## config.mk

```make
export PLATFORM = sky130hd
export DESIGN_NAME = outbound_msg_scheduler_flat
export DESIGN_NICKNAME = d
export VERILOG_FILES = /design/src/rtl/outbound_msg_scheduler_if.sv /design/src/rtl/outbound_msg_scheduler.sv /design/src/flat_wrapper.sv
export SDC_FILE = /design/constraint.sdc
export NUM_CORES = 1
export LEC_CHECK = 0
export CAP_MARGIN = 20
export CORE_ASPECT_RATIO = 0.9
export CORE_MARGIN = 3
export CORE_UTILIZATION = 30
export CTS_CLUSTER_SIZE = 14
export DETAILED_ROUTE_END_ITERATION = 7
export GPL_ROUTABILITY_DRIVEN = 0
export GPL_TIMING_DRIVEN = 0
export PLACE_DENSITY = 0.66
export REMOVE_ABC_BUFFERS = 1
export SLEW_MARGIN = 20
export SYNTH_ARGS = -nofsm -noshare
export SYNTH_HDL_FRONTEND = slang
export SYNTH_SLANG_ARGS = --single-unit
```

## constraint.sdc

```tcl
create_clock -name clk -period 4.3 [get_ports clk]
set_input_delay 1.075 -clock clk [delete_from_list [all_inputs] [get_ports clk]]
set_output_delay 1.075 -clock clk [all_outputs]
set_load 0.02 [all_outputs]
```

## src/rtl/outbound_msg_scheduler_if.sv

```systemverilog
// ============================================================================
// Module   : outbound_msg_scheduler_if
// Purpose  : Requester/scheduler bundle for the outbound message-creation path.
// Revision : 1.0 - initial release
// ============================================================================
`default_nettype none

`ifndef HOST_ADDR_WIDTH
`define HOST_ADDR_WIDTH 8
`endif

interface outbound_msg_scheduler_if #(
    parameter int NUM_REQ  = 3,
    parameter int NUM_HOST = `HOST_ADDR_WIDTH
);
    logic [NUM_REQ-1:0]          req;
    logic [4*NUM_REQ-1:0]        req_type;
    logic [NUM_HOST*NUM_REQ-1:0] req_host;
    logic                        fifo_full;
    logic                        all_sent;
    logic [NUM_REQ-1:0]          grant;
    logic                        initiate_msg;
    logic [3:0]                  message_type;
    logic [NUM_HOST-1:0]         host_addr;
    logic                        busy;
    logic                        timeout;

    modport master (
        output req, req_type, req_host, fifo_full, all_sent,
        input  grant, initiate_msg, message_type, host_addr, busy, timeout
    );

    modport slave (
        input  req, req_type, req_host, fifo_full, all_sent,
        output grant, initiate_msg, message_type, host_addr, busy, timeout
    );
endinterface

`default_nettype wire

```

## src/rtl/outbound_msg_scheduler.sv

```systemverilog
// ============================================================================
// Module   : outbound_msg_scheduler
// Purpose  : Round-robin arbiter issuing one create_message start per grant,
//            holding off until all_sent plus an idle gap. Optional watchdog
//            enabled by defining MSG_SCHED_WATCHDOG_EN.
// Revision : 1.0 - initial release
// ============================================================================
`default_nettype none

`ifndef HOST_ADDR_WIDTH
`define HOST_ADDR_WIDTH 8
`endif

module outbound_msg_scheduler #(
    parameter int NUM_REQ    = 3,
    parameter int NUM_HOST   = `HOST_ADDR_WIDTH,
    parameter int GAP_CYCLES = 2,
    parameter int TIMEOUT    = 1024
) (
    input  wire logic               clk,
    input  wire logic               rst,
    outbound_msg_scheduler_if.slave bus
);
    localparam int PTR_W = (NUM_REQ > 1) ? $clog2(NUM_REQ) : 1;
    localparam int GAP_W = (GAP_CYCLES > 1) ? $clog2(GAP_CYCLES) : 1;

    localparam logic [1:0] c_IDLE      = 2'd0;
    localparam logic [1:0] c_WAIT_DONE = 2'd1;
    localparam logic [1:0] c_GAP       = 2'd2;

    if (NUM_REQ < 2 || TIMEOUT < 1) begin : g_param_check
        $error("outbound_msg_scheduler: NUM_REQ must be >= 2 and TIMEOUT >= 1");
    end

    logic [1:0]          r_state, w_state_nxt;
    logic [PTR_W-1:0]    r_rr, w_rr_nxt;
    logic [GAP_W-1:0]    r_gap_cnt, w_gap_cnt_nxt;
    logic [NUM_REQ-1:0]  r_grant, w_grant_nxt;
    logic                r_initiate, w_initiate_nxt;
    logic [3:0]          r_type, w_type_nxt;
    logic [NUM_HOST-1:0] r_host, w_host_nxt;
    logic                r_timeout, w_timeout_nxt;
    logic                r_busy;
    logic                w_found, w_issue, w_expire;
    logic [PTR_W-1:0]    w_winner, w_cand;
    int                  w_sum;

    // First requester at or after the round-robin pointer, wrapping.
    always_comb begin
        w_found  = 1'b0;
        w_winner = '0;
        w_cand   = '0;
        w_sum    = 0;
        for (int k = 0; k < NUM_REQ; k++) begin
            w_sum = int'(r_rr) + k;
            if (w_sum >= NUM_REQ) w_sum = w_sum - NUM_REQ;
            w_cand = PTR_W'(w_sum);
            if (!w_found && bus.req[w_cand]) begin
                w_found  = 1'b1;
                w_winner = w_cand;
            end
        end
    end

    assign w_issue = (r_state == c_IDLE) && w_found && !bus.fifo_full;

`ifdef MSG_SCHED_WATCHDOG_EN
    localparam int WD_W = $clog2(TIMEOUT + 1);
    logic [WD_W-1:0] r_wd_cnt;

    // Held at zero outside WAIT_DONE, so it is clear on every entry.
    always_ff @(posedge clk) begin
        if (rst || r_state != c_WAIT_DONE) begin
            r_wd_cnt <= '0;
        end else if (!bus.fifo_full) begin
            r_wd_cnt <= r_wd_cnt + WD_W'(1);
        end
    end

    assign w_expire = (r_state == c_WAIT_DONE) && !bus.all_sent && !bus.fifo_full
                      && (int'(r_wd_cnt) == TIMEOUT - 1);
`else
    assign w_expire = 1'b0;
`endif

    always_ff @(posedge clk) begin
        if (rst) begin
            r_state    <= c_IDLE;
            r_rr       <= '0;
            r_gap_cnt  <= '0;
            r_grant    <= '0;
            r_initiate <= 1'b0;
            r_type     <= '0;
            r_host     <= '0;
            r_timeout  <= 1'b0;
            r_busy     <= 1'b0;
        end else begin
            r_state    <= w_state_nxt;
            r_rr       <= w_rr_nxt;
            r_gap_cnt  <= w_gap_cnt_nxt;
            r_grant    <= w_grant_nxt;
            r_initiate <= w_initiate_nxt;
            r_type     <= w_type_nxt;
            r_host     <= w_host_nxt;
            r_timeout  <= w_timeout_nxt;
            r_busy     <= (w_state_nxt != c_IDLE);
        end
    end

    always_comb begin
        w_state_nxt   = r_state;
        w_gap_cnt_nxt = '0;
        case (r_state)
            c_IDLE: begin
                if (w_issue) w_state_nxt = c_WAIT_DONE;
            end
            c_WAIT_DONE: begin
                if (bus.all_sent || w_expire)
                    w_state_nxt = (GAP_CYCLES == 0) ? c_IDLE : c_GAP;
            end
            c_GAP: begin
                if (int'(r_gap_cnt) >= GAP_CYCLES - 1) w_state_nxt = c_IDLE;
                else                                   w_gap_cnt_nxt = r_gap_cnt + GAP_W'(1);
            end
            default: w_state_nxt = c_IDLE;
        endcase
    end

    // Type/host are only reloaded on a grant so they persist for the whole message.
    always_comb begin
        w_grant_nxt    = '0;
        w_initiate_nxt = 1'b0;
        w_type_nxt     = r_type;
        w_host_nxt     = r_host;
        w_rr_nxt       = r_rr;
        w_timeout_nxt  = w_expire;
        if (w_issue) begin
            w_grant_nxt    = NUM_REQ'(1) << w_winner;
            w_initiate_nxt = 1'b1;
            w_rr_nxt       = (int'(w_winner) == NUM_REQ - 1) ? '0 : w_winner + PTR_W'(1);
            for (int i = 0; i < NUM_REQ; i++) begin
                if (w_winner == PTR_W'(i)) begin
                    w_type_nxt = bus.req_type[4*i +: 4];
                    w_host_nxt = bus.req_host[NUM_HOST*i +: NUM_HOST];
                end
            end
        end
    end

    assign bus.grant        = r_grant;
    assign bus.initiate_msg = r_initiate;
    assign bus.message_type = r_type;
    assign bus.host_addr    = r_host;
    assign bus.busy         = r_busy;
    assign bus.timeout      = r_timeout;

endmodule

`default_nettype wire

```

## src/flat_wrapper.sv

```systemverilog
// flat-port wrapper written by rule: the top's interface ports become plain ports
module outbound_msg_scheduler_flat 
#(
    parameter int NUM_REQ    = 3,
    parameter int NUM_HOST   = `HOST_ADDR_WIDTH,
    parameter int GAP_CYCLES = 2,
    parameter int TIMEOUT    = 1024
)
  (clk, rst, bus_req, bus_req_type, bus_req_host, bus_fifo_full, bus_all_sent, bus_grant, bus_initiate_msg, bus_message_type, bus_host_addr, bus_busy, bus_timeout);
  outbound_msg_scheduler_if #(.NUM_REQ(NUM_REQ), .NUM_HOST(NUM_HOST)) bus_i ();
  input  wire logic clk;
  input  wire logic rst;
  input wire logic [$bits(bus_i.req)-1:0] bus_req;
  input wire logic [$bits(bus_i.req_type)-1:0] bus_req_type;
  input wire logic [$bits(bus_i.req_host)-1:0] bus_req_host;
  input wire logic [$bits(bus_i.fifo_full)-1:0] bus_fifo_full;
  input wire logic [$bits(bus_i.all_sent)-1:0] bus_all_sent;
  output wire logic [$bits(bus_i.grant)-1:0] bus_grant;
  output wire logic [$bits(bus_i.initiate_msg)-1:0] bus_initiate_msg;
  output wire logic [$bits(bus_i.message_type)-1:0] bus_message_type;
  output wire logic [$bits(bus_i.host_addr)-1:0] bus_host_addr;
  output wire logic [$bits(bus_i.busy)-1:0] bus_busy;
  output wire logic [$bits(bus_i.timeout)-1:0] bus_timeout;
  assign bus_i.req = bus_req;
  assign bus_i.req_type = bus_req_type;
  assign bus_i.req_host = bus_req_host;
  assign bus_i.fifo_full = bus_fifo_full;
  assign bus_i.all_sent = bus_all_sent;
  assign bus_grant = bus_i.grant;
  assign bus_initiate_msg = bus_i.initiate_msg;
  assign bus_message_type = bus_i.message_type;
  assign bus_host_addr = bus_i.host_addr;
  assign bus_busy = bus_i.busy;
  assign bus_timeout = bus_i.timeout;
  outbound_msg_scheduler #(.NUM_REQ(NUM_REQ), .NUM_HOST(NUM_HOST), .GAP_CYCLES(GAP_CYCLES), .TIMEOUT(TIMEOUT)) u_core (.clk(clk), .rst(rst), .bus(bus_i));
endmodule
```

==> flow_metrics.py, run 1 <==
metrics = {
    "timing": {
        "maxSlewHeadroom_pct": 43.6,
        "post-route-min-period_ns": 3.01,
        "clock_skew_ns": 0.00241,
        "slew_violations": 0,
        "fmax_mhz": 332,
        "rsz0062_at_grt": "no",
        "timing.hold.ws_ns": 0.463,
        "finalCritPeriodShare_pct": 70.0,
        "final_hold_viol_count": 0,
        "final.setup.tns_ns": 0,
        "setup_violations": 0,
        "worst_slew_pin_slew_ns": 0.839,
    },
    "setup_path": {
        "crit_type": "in -> reg",
        "crit_buf_inv": 1,
        "endpoint_kind": "flop",
        "rr_startpoint": "u_core.r_rr[0]$_SDFFE_PP0P_",
        "r2r_setup_slack_ns": 1.72,
        "crit_slowest_cell": "nor4_4",
        "slowest_delay_ns": 0.65,
        "critPathTopFamily": "simple AND/OR/NAND/NOR gates",
        "crit_fanout": 15,
        "worstSetupStartpoint": "bus_req[1]",
        "r2r-end": "u_core.bus.message_type[3]$_SDFFE_PP0P_",
        "crit_chain": "clkdlybuf4s50_1, mux2i_1, o22ai_4, nor4_4, nor4_1, o32ai_1",
        "worst_r2r_path_depth": 7,
        "critical_path_required_ns": 4.46,
        "worstSetupStartpointType": "input pin",
        "crit_arrival_ns": 3.17,
    },
    "synthesis": {
        "syn_inst": 152,
        "synthTopCellsByArea": "dfxtp_1 34%, o32ai_1 8.1%, nor4_1 6.3%",
        "synthFlopType": "dfxtp_1",
        "ys_ff_latch": 22,
        "synth_top_area_share_pct": 33.9,
        "synthSimpleGateAreaFrac_pct": 19.5,
        "synthXorXnorAreaFrac_pct": 0,
        "synth_area_leader_cell": "dfxtp_1",
        "ys_async_sr_fraction_pct": 0,
        "synthMuxAreaShare_pct": 2.31,
        "synth_top_family_by_area": "compound AO/OA/AOI/OAI gates",
        "post_synth.cell_area_avg_um2": 8.54,
        "yosysMostFrequentCell": "dfxtp_1",
        "synth_common_cells": "22 x dfxtp_1, 16 x inv_1, 15 x a21oi_1, 14 x o21ai_0, 13 x nor4_1",
        "yosys_warnings": 0,
        "synth_cell_types": 38,
        "synthAdderAreaFrac_pct": 3.86,
        "synth_edf_count": 0,
        "ys_seq_area_share_pct": 33.9,
        "syn_area_um2": 1300,
        "synth_compound_area_share_pct": 29.1,
    },
    "power": {
        "max-vdd-ir-drop_uv": 178,
        "clkPwrFrac_pct": 22.0,
        "p_comb_share_pct": 47.7,
        "p_leak_nw": 0.662,
        "seqPwrFrac_pct": 30.3,
        "p_sw_share_pct": 37.5,
        "p_int_mw": 0.562,
        "p_total_mw": 0.899,
        "p_sw_mw": 0.337,
        "powerDensity_nw_per_um2": 463,
    },
    "cells_and_area": {
        "multi_input_area_um2": 718,
        "syn_to_final_growth_pct": 49.6,
        "seq_area_um2": 440,
        "drive_gt1_share_pct": 5.94,
        "fin_area_um2": 1940,
        "num_antenna_cells": 0,
        "nFillCells": 409,
        "nNetsFinal": 250,
    },
    "global_routing": {
        "grt_max_degree": 17,
        "track_usage_pct": 14.8,
        "antenna_found_initial": 0,
        "grt_pass1_vias": 1181,
        "grt_remaining_overflow": 0,
        "grt_pass1_wl_um": 5820,
    },
    "drt": {
        "wl_met3_um": 239,
        "remaining_drc_errors": 0,
        "routed_wl_um": 3750,
        "wl_met1_um": 1750,
        "dr_wl_met2_um": 1760,
        "top_layer_used": "met4",
        "vias": 1308,
        "drtIter0Drc": 60,
        "antenna_left": 0,
        "viasPerCell": 5.23,
        "wl_per_cell_um": 15.0,
        "drtPass1Iterations": 4,
    },
    "min_path": {
        "worstHoldPathCells": 2,
        "hold_path_class": "reg -> reg",
        "min_to": "u_core.bus.host_addr[0]$_SDFFE_PP0P_",
        "worstHoldStart": "u_core.bus.host_addr[0]$_SDFFE_PP0P_",
    },
    "job": {
        "drv_cap": 0,
    },
    "floorplanning": {
        "ioPinCount": 61,
        "row_count": 22,
        "die_height_um": 68.4,
        "die_x_um": 75.3,
        "die_area_um2": 5150,
        "core_um2": 4130,
        "start_util_pct": 31.4,
    },
    "clocking": {
        "cts_made_buffers": 3,
        "clkTransAtPathRegs_ns": 0.09,
        "cts_resized": 0,
        "cts_tree": "done",
        "cts_buffer_depth": 2,
        "clock_sinks": 22,
        "clock_latency_ns": 0.27,
        "hold_buffers": 0,
        "ctsRootBufferMaster": "clkbuf_8",
        "post-cts-setup-buffers": 0,
        "htreeDepth": 1,
    },
    "place": {
        "placed_cell_area_um2": 1870,
        "hpwl_um": 2690,
        "io_buffers": 59,
    },
    "status": {
        "outcome": "completed",
    },
}
metal layers:
layer  global-route usage (%)  vias up
met5                        0        -
met4                     3.49        0
met3                     4.41        2
met2                     22.4       44
met1                     20.5      602
li1                         -      660
area by class of cell:
class | instances | area share, %
timing repair buffer | 59 | 30.4
tap | 48 | 3.09
clock buffer | 3 | 2.13
clock inverter | 1 | 1.55
inverter | 16 | 3.09
multi-input combinational | 101 | 37.0
sequential | 22 | 22.7
power by group through the flow:
stage / Combinational (mW) / Sequential (mW) / Clock (mW)
5_1_grt: 0.468 / 0.279 / 0.210
4_1_cts: 0.428 / 0.272 / 0.203
3_3_place_gp: 0.420 / 0.276 / 0
2_1_floorplan: 0.221 / 0.317 / 0
3_5_place_dp: 0.426 / 0.277 / 0
6_report: 0.428 / 0.272 / 0.198
metrics by stage:
stage          worst slack, ns  instances  utilization (%)
2_1_floorplan             1.89        139                -
3_3_place_gp             0.870        246             45.2
3_5_place_dp             0.788        246             45.2
4_1_cts                   1.06        250             46.9
5_1_grt                   1.09        250             47.0
6_report                  1.29        250             47.0
how the worst max path moves through the flow:
stage	end	slack, ns	cells past startpoint
after CTS	u_core.bus.message_type[3]$_SDFFE_PP0P_	1.06	6
final	u_core.bus.message_type[3]$_SDFFE_PP0P_	1.29	6
after global placement	u_core.bus.message_type[3]$_SDFFE_PP0P_	0.87	6
after global routing	u_core.bus.host_addr[4]$_SDFFE_PP0P_	1.09	6
after detailed placement	u_core.bus.message_type[3]$_SDFFE_PP0P_	0.79	6
after floorplan	u_core.bus.host_addr[5]$_SDFFE_PP0P_	1.89	5
flip-flops by register name, indices dropped and copies added, names as in the netlist:
signal                   cells
u_core.r_gap_cnt             1
u_core.bus.initiate_msg      1
u_core.bus.message_type      4
u_core.bus.host_addr         8
u_core.r_rr                  2
u_core.r_state               2
u_core.bus.busy              1
u_core.bus.grant             3
placed cells by master (no fill, tap or decap), types with 2 or more instances in the layout:
master	count
nor3_1	2
clkdlybuf4s50_1	59
nand2b_1	3
a21oi_2	2
nor2_1	5
o32ai_1	12
ha_1	4
dfxtp_1	22
clkbuf_8	3
nor4_1	13
nand2_1	3
a21o_1	2
nor2b_1	4
mux2i_1	3
inv_1	16
a21oi_1	14
a221oi_1	2
and3_1	3
o21ai_0	14
cell families after synthesis:
kind of cell | Yosys count
other | 1
DFF | 22
buffers and inverters | 29
and+or+nand+nor | 40
AOI/OAI and AO/OA | 53
muxes | 3
adders and majority gates | 4
worst register-to-register path: stages, from the launching register on:
cell and delay, ns:
dfxtp_1 0.39, inv_1 0.09, ha_1 0.45, mux2i_1 0.32, o22ai_4 0.15, nor4_4 0.65, nor4_1 0.10, o32ai_1 0.33
(Power assumes the default switching activity.)
==> run 2: changes to the inputs <==
clock period = 3.1 ns   (was 4.3 ns; I/O delays follow)
==> results of run 2 <==
Same layout as run 1 (identical final DEF). Status: completed.
Among the figures that moved: setup slack after placement 0.788 ns -> -0.112 ns; setup slack after layout 1.29 ns -> 0.391 ns; register-to-register setup slack 1.72 ns -> 0.52 ns; total power 0.899 mW -> 1.25 mW; worst IR drop on VDD 178 uV -> 246 uV
